## config.mk

```make
export PLATFORM = sky130hd
export DESIGN_NAME = ram_burst_reader
export DESIGN_NICKNAME = d
export VERILOG_FILES = /design/src/rtl/ram_burst_reader_pkg.sv /design/src/rtl/ram_burst_reader.sv
export SDC_FILE = /design/constraint.sdc
export NUM_CORES = 1
export LEC_CHECK = 0
export CAP_MARGIN = 20
export CORE_MARGIN = 4
export CORE_UTILIZATION = 46
export DETAILED_ROUTE_END_ITERATION = 10
export GPL_ROUTABILITY_DRIVEN = 0
export PLACE_DENSITY = 0.78
export SLEW_MARGIN = 20
export SYNTH_ARGS = -nofsm -noshare
export SYNTH_HDL_FRONTEND = slang
export SYNTH_SLANG_ARGS = --single-unit
```

## constraint.sdc

```tcl
create_clock -name clk -period 2.2 [get_ports clk]
set_input_delay 0.55 -clock clk [delete_from_list [all_inputs] [get_ports clk]]
set_output_delay 0.55 -clock clk [all_outputs]
set_load 0.005 [all_outputs]
```

## src/rtl/ram_burst_reader_pkg.sv

```systemverilog
// Shared types and constants for the RAM burst reader.
// The optional stall counter is enabled by defining RAM_BURST_READER_STALL_CNT_EN.
package ram_burst_reader_pkg;

  typedef enum logic [1:0] {
    IDLE  = 2'd0,
    READ  = 2'd1,
    FLUSH = 2'd2,
    DONE  = 2'd3
  } rbr_state_e;

  localparam int STALL_CNT_W = 16;

endpackage

```

## src/rtl/ram_burst_reader.sv

```systemverilog
// Reads a burst of consecutive RAM words through port B and streams them out with last.
// Defining RAM_BURST_READER_STALL_CNT_EN adds a saturating back-pressure cycle counter.
module ram_burst_reader
  import ram_burst_reader_pkg::*;
#(
  parameter int D_WIDTH    = 8,
  parameter int ADDR_WIDTH = 5
) (
  input  logic                   clk,
  input  logic                   rst,
  input  logic                   start,
  input  logic [ADDR_WIDTH-1:0]  base_addr,
  input  logic [ADDR_WIDTH:0]    burst_len,
  output logic                   busy,
  output logic                   done,
  output logic [ADDR_WIDTH-1:0]  ram_addr,
  output logic                   ram_we_b,
  input  logic [D_WIDTH-1:0]     ram_rdata,
  output logic                   m_valid,
  output logic [D_WIDTH-1:0]     m_data,
  output logic                   m_last,
  input  logic                   m_ready,
`ifdef RAM_BURST_READER_STALL_CNT_EN
  output logic [STALL_CNT_W-1:0] stall_cnt,
`endif
  output rbr_state_e             dbg_state
);

  // Stream handshake: a beat transfers on any rising edge where m_valid && m_ready;
  // m_valid, m_data and m_last are registered and hold until that transfer happens.

  localparam logic [ADDR_WIDTH-1:0] ADDR_ONE = 1;
  localparam logic [ADDR_WIDTH:0]   REM_ONE  = 1;

  rbr_state_e              state_q, state_d;
  logic [ADDR_WIDTH-1:0]   cur_addr_q, cur_addr_d;
  logic [ADDR_WIDTH:0]     remaining_q, remaining_d;
  logic                    m_valid_q, m_valid_d;
  logic [D_WIDTH-1:0]      m_data_q, m_data_d;
  logic                    m_last_q, m_last_d;
  logic                    load;

`ifdef RAM_BURST_READER_STALL_CNT_EN
  localparam logic [STALL_CNT_W-1:0] STALL_ONE = 1;
  localparam logic [STALL_CNT_W-1:0] STALL_MAX = '1;
  logic [STALL_CNT_W-1:0]  stall_cnt_q, stall_cnt_d;
`endif

  always_ff @(posedge clk) begin
    if (rst) begin
      state_q     <= IDLE;
      cur_addr_q  <= '0;
      remaining_q <= '0;
      m_valid_q   <= 1'b0;
      m_data_q    <= '0;
      m_last_q    <= 1'b0;
`ifdef RAM_BURST_READER_STALL_CNT_EN
      stall_cnt_q <= '0;
`endif
    end else begin
      state_q     <= state_d;
      cur_addr_q  <= cur_addr_d;
      remaining_q <= remaining_d;
      m_valid_q   <= m_valid_d;
      m_data_q    <= m_data_d;
      m_last_q    <= m_last_d;
`ifdef RAM_BURST_READER_STALL_CNT_EN
      stall_cnt_q <= stall_cnt_d;
`endif
    end
  end

  always_comb begin
    state_d     = state_q;
    cur_addr_d  = cur_addr_q;
    remaining_d = remaining_q;
    m_valid_d   = m_valid_q;
    m_data_d    = m_data_q;
    m_last_d    = m_last_q;
    load        = 1'b0;
    case (state_q)
      IDLE: begin
        if (start) begin
          cur_addr_d  = base_addr;
          remaining_d = burst_len;
          state_d     = (burst_len == '0) ? DONE : READ;
        end
      end
      READ: begin
        // The output register refills in the same cycle it drains, giving one beat per cycle.
        load = (!m_valid_q || m_ready) && (remaining_q != '0);
        if (load) begin
          m_data_d    = ram_rdata;
          m_valid_d   = 1'b1;
          m_last_d    = (remaining_q == REM_ONE);
          cur_addr_d  = cur_addr_q + ADDR_ONE;
          remaining_d = remaining_q - REM_ONE;
          if (remaining_q == REM_ONE) state_d = FLUSH;
        end else if (m_valid_q && m_ready) begin
          m_valid_d = 1'b0;
          m_last_d  = 1'b0;
        end
      end
      FLUSH: begin
        if (m_valid_q && m_ready && m_last_q) begin
          m_valid_d = 1'b0;
          m_last_d  = 1'b0;
          state_d   = DONE;
        end
      end
      DONE: state_d = IDLE;
      default: state_d = IDLE;
    endcase
  end

`ifdef RAM_BURST_READER_STALL_CNT_EN
  always_comb begin
    stall_cnt_d = stall_cnt_q;
    if (state_q == IDLE && start) begin
      stall_cnt_d = '0;
    end else if (m_valid_q && !m_ready && stall_cnt_q != STALL_MAX) begin
      stall_cnt_d = stall_cnt_q + STALL_ONE;
    end
  end

  assign stall_cnt = stall_cnt_q;
`endif

  always_comb begin
    busy      = (state_q != IDLE);
    done      = (state_q == DONE);
    ram_addr  = cur_addr_q;
    ram_we_b  = 1'b0;
    m_valid   = m_valid_q;
    m_data    = m_data_q;
    m_last    = m_last_q;
    dbg_state = state_q;
  end

endmodule
```

Word-level counts from Yosys, hierarchy flattened
Cells that the tools add are included.
- register bits after elaboration: 23
- bits of input ports: 23
- output and inout bits: 20
- word-level logic and storage cells: 50
- add/subtract/negate cells: 2
- eq/ne operators: 9
- mux-type cells: 18
- reduce and logical (&&, ||, !) cells: 15
- operator list (kind ; number):
    6-bit two-way mux ; 2
    6-bit case mux with 2 select lines ; 1
    2-bit two-way mux ; 5
    5-bit two-way mux ; 2
    5-bit case mux with 2 select lines ; 1
    2-bit != test (second input constant) ; 4
    2-bit case mux with 4 select lines ; 1
    6-bit by 1-bit equality test with 1-bit output (second input constant) ; 1
    6-bit logical NOT ; 1
    3-bit AND reduction ; 2
    2-bit nonzero test ; 3
    6-bit nonzero test ; 1
    6-bit by 1-bit subtractor with 6-bit output (second input constant) ; 1
    5-bit by 1-bit adder with 5-bit output (second input constant) ; 1
    2-bit equality test (second input constant) ; 2
    1-bit two-way mux ; 4
    1-bit case mux with 2 select lines ; 2
    4-bit AND reduction ; 1
    1-bit logical AND ; 3
    3-bit != test (second input constant) ; 1
    2-bit by 1-bit equality test with 1-bit output (second input constant) ; 1
    2-bit logical NOT ; 1
    2-bit AND reduction ; 1
    1-bit logical NOT ; 1
    1-bit logical OR ; 1

Depth between registers and ports, before layout
Gate-level depths: netlist of run 1.
- depth in word-level cells: 5
- mapped depth: 7
- mapped depth without buffers: 6

Least setup slack after synthesis of run 1
OpenSTA, ideal clock, no wires.
- kind: reg-to-reg
- from: register state_q[0] (netlist: dbg_state[0])
- to: register remaining_q[1]
- setup time: 136 ps
- data arrival time: 1614 ps
- data required time: 2064 ps
- slack: 450 ps
- stages on the path, launching flop included: 7
- buffers on the path: 0
- clock period less this slack: 1750 ps
- cells stage by stage: dfxtp_1 -> inv_1 -> ha_1 -> nor2b_1 -> a211o_1 -> a2111oi_0 -> a211oi_1
- longest elaborated chain between the ends: 3
- elaborated cells between the ends (all ways): 7
- classes of those cells: 3 x eq/ne; 1 x mux; 3 x reduce/logical
- RTL lines (element ; RTL line ; source):
    start, declared ; ram_burst_reader.sv:35 ; rbr_state_e state_q, state_d;
    start signal, assigned ; ram_burst_reader.sv:61 ; state_q <= state_d;
    2-bit by 1-bit equality test with 1-bit output or 2-bit logical NOT (tied branches) ; ram_burst_reader.sv:81 ; case (state_q)
    2-bit != test (no source line) or 2-bit nonzero test (tied branches) ; - ;
    3-bit AND reduction (no source line) ; - ;
    end signal, assigned ; ram_burst_reader.sv:63 ; remaining_q <= remaining_d;
    end, declared ; ram_burst_reader.sv:37 ; logic [ADDR_WIDTH:0] remaining_q, remaining_d;
Parallel ways exist; a longest one is shown, timed or not.
A chain may end at the register's enable or synchronous reset.

Final worst setup path of run 1
- from: register state_q[0] (netlist: dbg_state[0])
- to: output port busy
- longest elaborated chain between the ends: 1
- RTL lines (element ; RTL line ; source):
    2-bit nonzero test ; ram_burst_reader.sv:130 ; busy = (state_q != IDLE);
    end, declared ; ram_burst_reader.sv:14 ; output logic busy,
No other way between the ends.

==> summary.md, run 1 <==
| Metric | Value |
|---|---|
| Status | complete, no violations |
| Stages on worst setup path | 4 |
| Met2 Usage GRT | 33.3% |
| Drt wl/cell | 15.9 um |
| Crit Path Max Fanout | 5 |
| Core Box Area | ~2800 um^2 |
| Critical-path cell with the highest stage delay | clkdlybuf4s50_1 |
| Post-synthesis instance area | 1360 um^2 |
| CP Launch Type | flip-flop |
| Synth area leaders | dfxtp_1 34%, ha_1 7.4%, mux2i_1 7.4%, nor2_1 4.4%, a21oi_1 4.1% |
| Number of port buffers | 41 |
| Area of the multi-input gates | 830 um^2 |
| Later-pin clock latency in the skew report | roughly 0.32 ns |
| # H-tree levels | 1 |
| Root Driver | clkbuf_4 |
| Initial core utilization | 48.8% |
| Clock Skews | 0.00412 ns |
| Reg2reg start | dbg_state[1] |
| Antenna Cells | 0 |
| Full die area | 3880 um^2 |
| Seq cells post-synth | 23 |
| Buffers plus inverters on the worst setup path | 3 |
| Vias in the first global route | 1414 |
| Top FF cell, synth | dfxtp_1 |
| Kind of critical path | flip-flop to output pin |
| Final Critical Period | 2.10 ns |
| LEAKAGE | 0.748 nW |
| Synth top cells by count | 23 x dfxtp_1, 16 x nor2_1, 11 x a21oi_1 |
| Launch point of the worst path | dbg_state[0] |
| Number of top-level pins | 43 |
| Mean Syn Cell Area | around 8.9 um^2 |
| EDFF count, synth | 0 |
| Worst r2r path cells | 6 |
| Crit path to | busy |
| Die Y | 62.3 um |
| Crit-path cells | inv_1 -> ha_1 -> inv_1 -> clkdlybuf4s50_1 |
| Final wirelength | 3680 um |
| Final Cycle Share | 95.3% |
| Worst R2R End | remaining_q[1] |
| Tightest Hold Check Type | flip-flop to flip-flop |
| Post-synthesis sequential area ratio | around 34% |
| Clk buf depth | 2 |
| Final Hold Fails | 0 |
| First-pass GRT wire length | 6440 um |
| Distinct cells, synth | 42 |
| GR met3 Demand/Resource | 5.05% |
| Final Power | 2.56 mW |
| Synth area leader | dfxtp_1 |
| Synthesized Nets | approximately 180 |
| GRT Overall Usage | 19.4% |
| Site Rows | 19 |
| PD cells | 1370 nW/um^2 |
| Pin count of the biggest net entering global routing | 22 |
| Antenna violations before repair | 0 |
| Syn Inst Count | 153 |
| DR DRC count | 0 |
| Req. time, crit path | 1.65 ns |
| Register clock-pin slew on the reported worst setup and hold paths | 0.13 ns |
| Worst hold start | remaining_q[5] |
| Fin. max-slew vios | 0 |
| Layout Area Growth over Synthesis | 37.7% |
| Sequential cell area | between 400 and 500 um^2 |
| Post-synthesis async set-or-reset flop share | 0% |
| Layout Nets | around 230 |
| Synth top area share | 33.9% |
| Unrepaired setup endpoints after global routing | no |
| DR vias | 1385 |
| Top cell by count, worst path | inv_1 |
| R2R setup slack | 0.22 ns |
| CTS tree | built |
| Syn. warnings | 0 |
| Most frequent cell after synthesis | dfxtp_1 |
| Peak supply drop | 0.928 mV |
| Crit path DAT | approximately 1.6 ns |
| Max frequency | 0.477 GHz |
| Initial DRC count | 88 |
| TNS Setup | 0 ns |
| Drt pass-1 iters | 4 |
| Busiest grt layer | met2 |
| GR Overflow Total | 0 |
| Die X | 62.3 um |
| Met1 usage | 24.2% |
| Post-DRT Antenna Nets | 0 |
| CTS sink count | 23 |
| Cell family with most CP delay | buffers and inverters |
| HPWL reported at the end of detailed placement | 2820 um |
| CP Capture Type | output pin |
| Max cap viols | 0 |
| Max incr delay on CP | 0.49 ns |
| TritonCTS Buffers | 3 |
| Layout cells sized above 1 | approximately a tenth |
| # hold bufs at CTS | 0 |
| Fill cells | 231 |
| Vias per cell | 6.00 |
| Setup violators final | 0 |
==> worst min-delay path, cell delays in order, from the launching register on <==
cell,delay (ns)
dfxtp_1,0.35
o21ai_0,0.07
a21oi_1,0.06
==> what timing repair did <==
item,in CTS,in global routing
resized for setup,0,3
setup endpoints to repair,0,2
setup buffers,0,0
==> where the power goes <==
part	switching, mW	internal [mW]
logic	0.867	0.771
registers	0.143	0.572
clock network	0.136	0.0695
==> flip-flops by register name, indices dropped and copies added (netlist names) <==
signal	cells
m_valid	1
dbg_state	2
m_data	8
m_last	1
remaining_q	6
ram_addr	5
==> routing by layer <==
layer,vias up,routed length (um)
met5,-,0
met3,4,187
met4,0,27
met1,673,1650
met2,45,1810
li1,663,-
==> layout by cell type (no fill, tap or decap), types with 3 or more instances in the layout <==
cell type / instances
nand2_1: 8
o21ai_0: 3
buf_4: 9
a21oi_1: 11
inv_1: 8
nor2_1: 16
nand3_1: 5
nor3_1: 5
a211oi_1: 4
mux2i_1: 10
nand2b_1: 3
o31ai_1: 3
nor2b_1: 7
dfxtp_1: 21
clkbuf_4: 3
clkdlybuf4s50_1: 41
o311ai_0: 3
o32ai_1: 3
ha_1: 8
==> final cells by class <==
type	instances	area share, %
clock buffers	3	1.20
repair buffers	50	25.6
well taps	31	2.07
flip-flops and latches	23	24.8
clock inverters	1	0.402
inverters	8	1.61
multi-input cells	115	44.4
==> worst min path at each step <==
| stage | to | slack (ns) | cells past startpoint |
|---|---|---|---|
| floorplan | remaining_q[5] | 0.46 | 2 |
| global placement | m_data[2] | 0.47 | 2 |
| detailed placement | remaining_q[5] | 0.48 | 2 |
| CTS | remaining_q[5] | 0.50 | 2 |
| global route | remaining_q[5] | 0.54 | 2 |
| finish | remaining_q[5] | 0.51 | 2 |
==> cells by family after synthesis <==
logic type / share of synthesized area, %
AO/OA/AOI/OAI: 27.3
adder cells (fa/ha/maj): 7.37
buffers and inverters: 5.07
flip-flops: 33.9
multiplexers: 7.37
other: 0.276
AND/OR/NAND/NOR: 18.7
==> per-stage QoR <==
stage | instances | utilization [%] | hold WS, ns | cell area, um^2 | setup WS [ns]
5_1_grt | 231 | 67.2 | 0.541 | 1870 | 0.0301
4_1_cts | 231 | 67.1 | 0.500 | 1870 | 0.0320
2_1_floorplan | 153 | - | 0.457 | 1360 | 0.450
3_5_place_dp | 227 | 66.0 | 0.483 | 1840 | -0.0734
6_report | 231 | 67.2 | 0.505 | 1870 | 0.104
3_3_place_gp | 227 | 66.0 | 0.474 | 1840 | 0.0213
No activity file was read; power rests on OpenSTA's default activity.
==> run 2: changes to the inputs <==
DONT_BUFFER_PORTS = 1   (was unset)
PLACE_DENSITY = 0.6   (was 0.78)
==> run 2 against run 1 <==
Net effect:
- die area did not move
- critical path depth rose by 2
- sequential share of layout area rose by 7.6 points
- via count fell by 18%
- routed wire length fell by 19%
- worst setup slack improved by 0.095 ns
- critical path type is now flip-flop to flip-flop
==> summary.md, run 2 (synthesized netlist as in run 1, its figures left out) <==
| Metric | Value |
|---|---|
| LEAKAGE | about 0.58 nW |
| Final wirelength | 2980 um |
| TNS Setup | 0 ns |
| # hold bufs at CTS | 0 |
| Antenna violations before repair | 0 |
| # H-tree levels | 1 |
| GR Overflow Total | 0 |
| Peak supply drop | between 0.7 and 0.8 mV |
| Clk buf depth | 2 |
| Site Rows | 19 |
| Pin count of the biggest net entering global routing | 23 |
| Critical-path cell with the highest stage delay | dfxtp_1 |
| Max reg flops | 8 |
| Post-route cell area | ~1400 um^2 |
| Later-pin clock latency in the skew report | 0.32 ns |
| Vias in the first global route | approximately 1100 |
| First-pass GRT wire length | 4810 um |
| Fill cells | 270 |
| Register clock-pin slew on the reported worst setup and hold paths | 0.14 ns |
| Vias per cell | approximately 6.1 |
| Tightest Hold Check Type | input port to flip-flop |
| Max frequency | 0.500 GHz |
| Final Cycle Share | 91.0% |
| Worst hold start | rst |
| Initial DRC count | 38 |
| DR vias | between 1000 and 1500 |
| CTS tree | built |
| Max cap viols | 0 |
| Crit-path cells | inv_1 -> ha_1 -> nor2b_1 -> a211o_1 -> o311ai_0 -> o31ai_1 |
| GRT Overall Usage | 14.5% |
| Buffers plus inverters on the worst setup path | 1 |
| Postcts setup bufs | 0 |
| HPWL reported at the end of detailed placement | 2260 um |
| DR DRC count | 0 |
| Placed instance area | 1390 um^2 |
| Crit Path Max Fanout | 8 |
| Die X | 62.3 um |
| Fin. max-slew vios | 0 |
| PD cells | about 1500 nW/um^2 |
| Max incr delay on CP | 0.44 ns |
| CTS sink count | 23 |
| Final Worst Setup Slack | 0.199 ns |
| Launch point of the worst path | dbg_state[0] |
| Die Y | a little over 60 um |
| Most common cell after layout, fill and taps aside | dfxtp_1 |
| Full die area | 3880 um^2 |
| TritonCTS Buffers | 3 |
| Drt pass-1 iters | 4 |
| Layout cells sized above 1 | 7.79% |
| Kind of critical path | flip-flop to flip-flop |
| Req. time, crit path | 2.40 ns |
| Clock Skews | about 0.0095 ns |
| Final Hold Fails | 0 |
| Status | complete, no violations |
| Unrepaired setup endpoints after global routing | no |
| Cell family with most CP delay | compound AO/OA/AOI/OAI gates |
| Antenna Cells | 0 |
| Root Driver | clkbuf_4 |
| Most frequent cells in the layout | 23 x dfxtp_1, 16 x nor2_1, 11 x a21oi_1, 10 x mux2i_1 |
| Reg2reg start | dbg_state[0] |
| Number of port buffers | 0 |
| Setup violators final | 0 |
| Dpl ws | approximately 0.16 ns |
| Initial core utilization | 48.8% |
| Layout Nets | approximately 190 |
| Number of top-level pins | between 40 and 50 |
| Crit path DAT | 2.20 ns |
| CP Capture Type | flip-flop |
| Drt wl/cell | 16.1 um |
| Layout Area Growth over Synthesis | 4.89% |
| Final Critical Period | 2.00 ns |
| Core Box Area | 2780 um^2 |
| Post-DRT Antenna Nets | 0 |
| CP Launch Type | flip-flop |
-- run 2: timing repair --
action	in CTS	in global routing
endpoints found under the hold margin	0	0
endpoints found under the setup margin	0	6
gates resized for setup	0	2
-- run 2: worst paths after layout --
| check | cells past startpoint | end | slack (ns) |
|---|---|---|---|
| worst max register to register | 6 | ram_addr[2] | 0.20 |
| worst min register to register | 2 | remaining_q[5] | 0.50 |
| worst min-delay path | 1 | m_data[2] | 0.28 |
| worst max-delay path | 6 | ram_addr[2] | 0.20 |
-- run 2: layout make-up --
class	count	area [um^2]	area share, %
clock buffer	3	22.5	1.58
timing repair buffer	4	30.0	2.11
sequential	23	460	32.3
clock inverter	1	5.00	0.351
multi-input combinational	115	837	58.8
tap	31	38.8	2.72
inverter	8	30.0	2.11
-- run 2: layer usage --
metal	global-route usage (%)	wire, um	vias to the layer above
met5	0	0	-
met4	4.77	28	0
met3	4.32	292	5
met2	24.0	1380	39
met1	18.0	1280	521
li1	-	-	570
-- run 2: report_power, final --
part           internal [mW]  switching, mW
combinational          0.506          0.762
clock                 0.0681          0.134
sequential             0.569          0.152
-- run 2: stage by stage --
stage                     instances  power [mW]  hold slack [ns]  utilization, %
after global placement          181        1.96            0.466            49.9
after CTS                       185        2.17            0.282            50.9
after detailed placement        181        1.97            0.476            49.9
after floorplan                 153        1.73            0.457               -
final                           185        2.19            0.279            51.2
after global routing            185        2.37            0.267            51.2
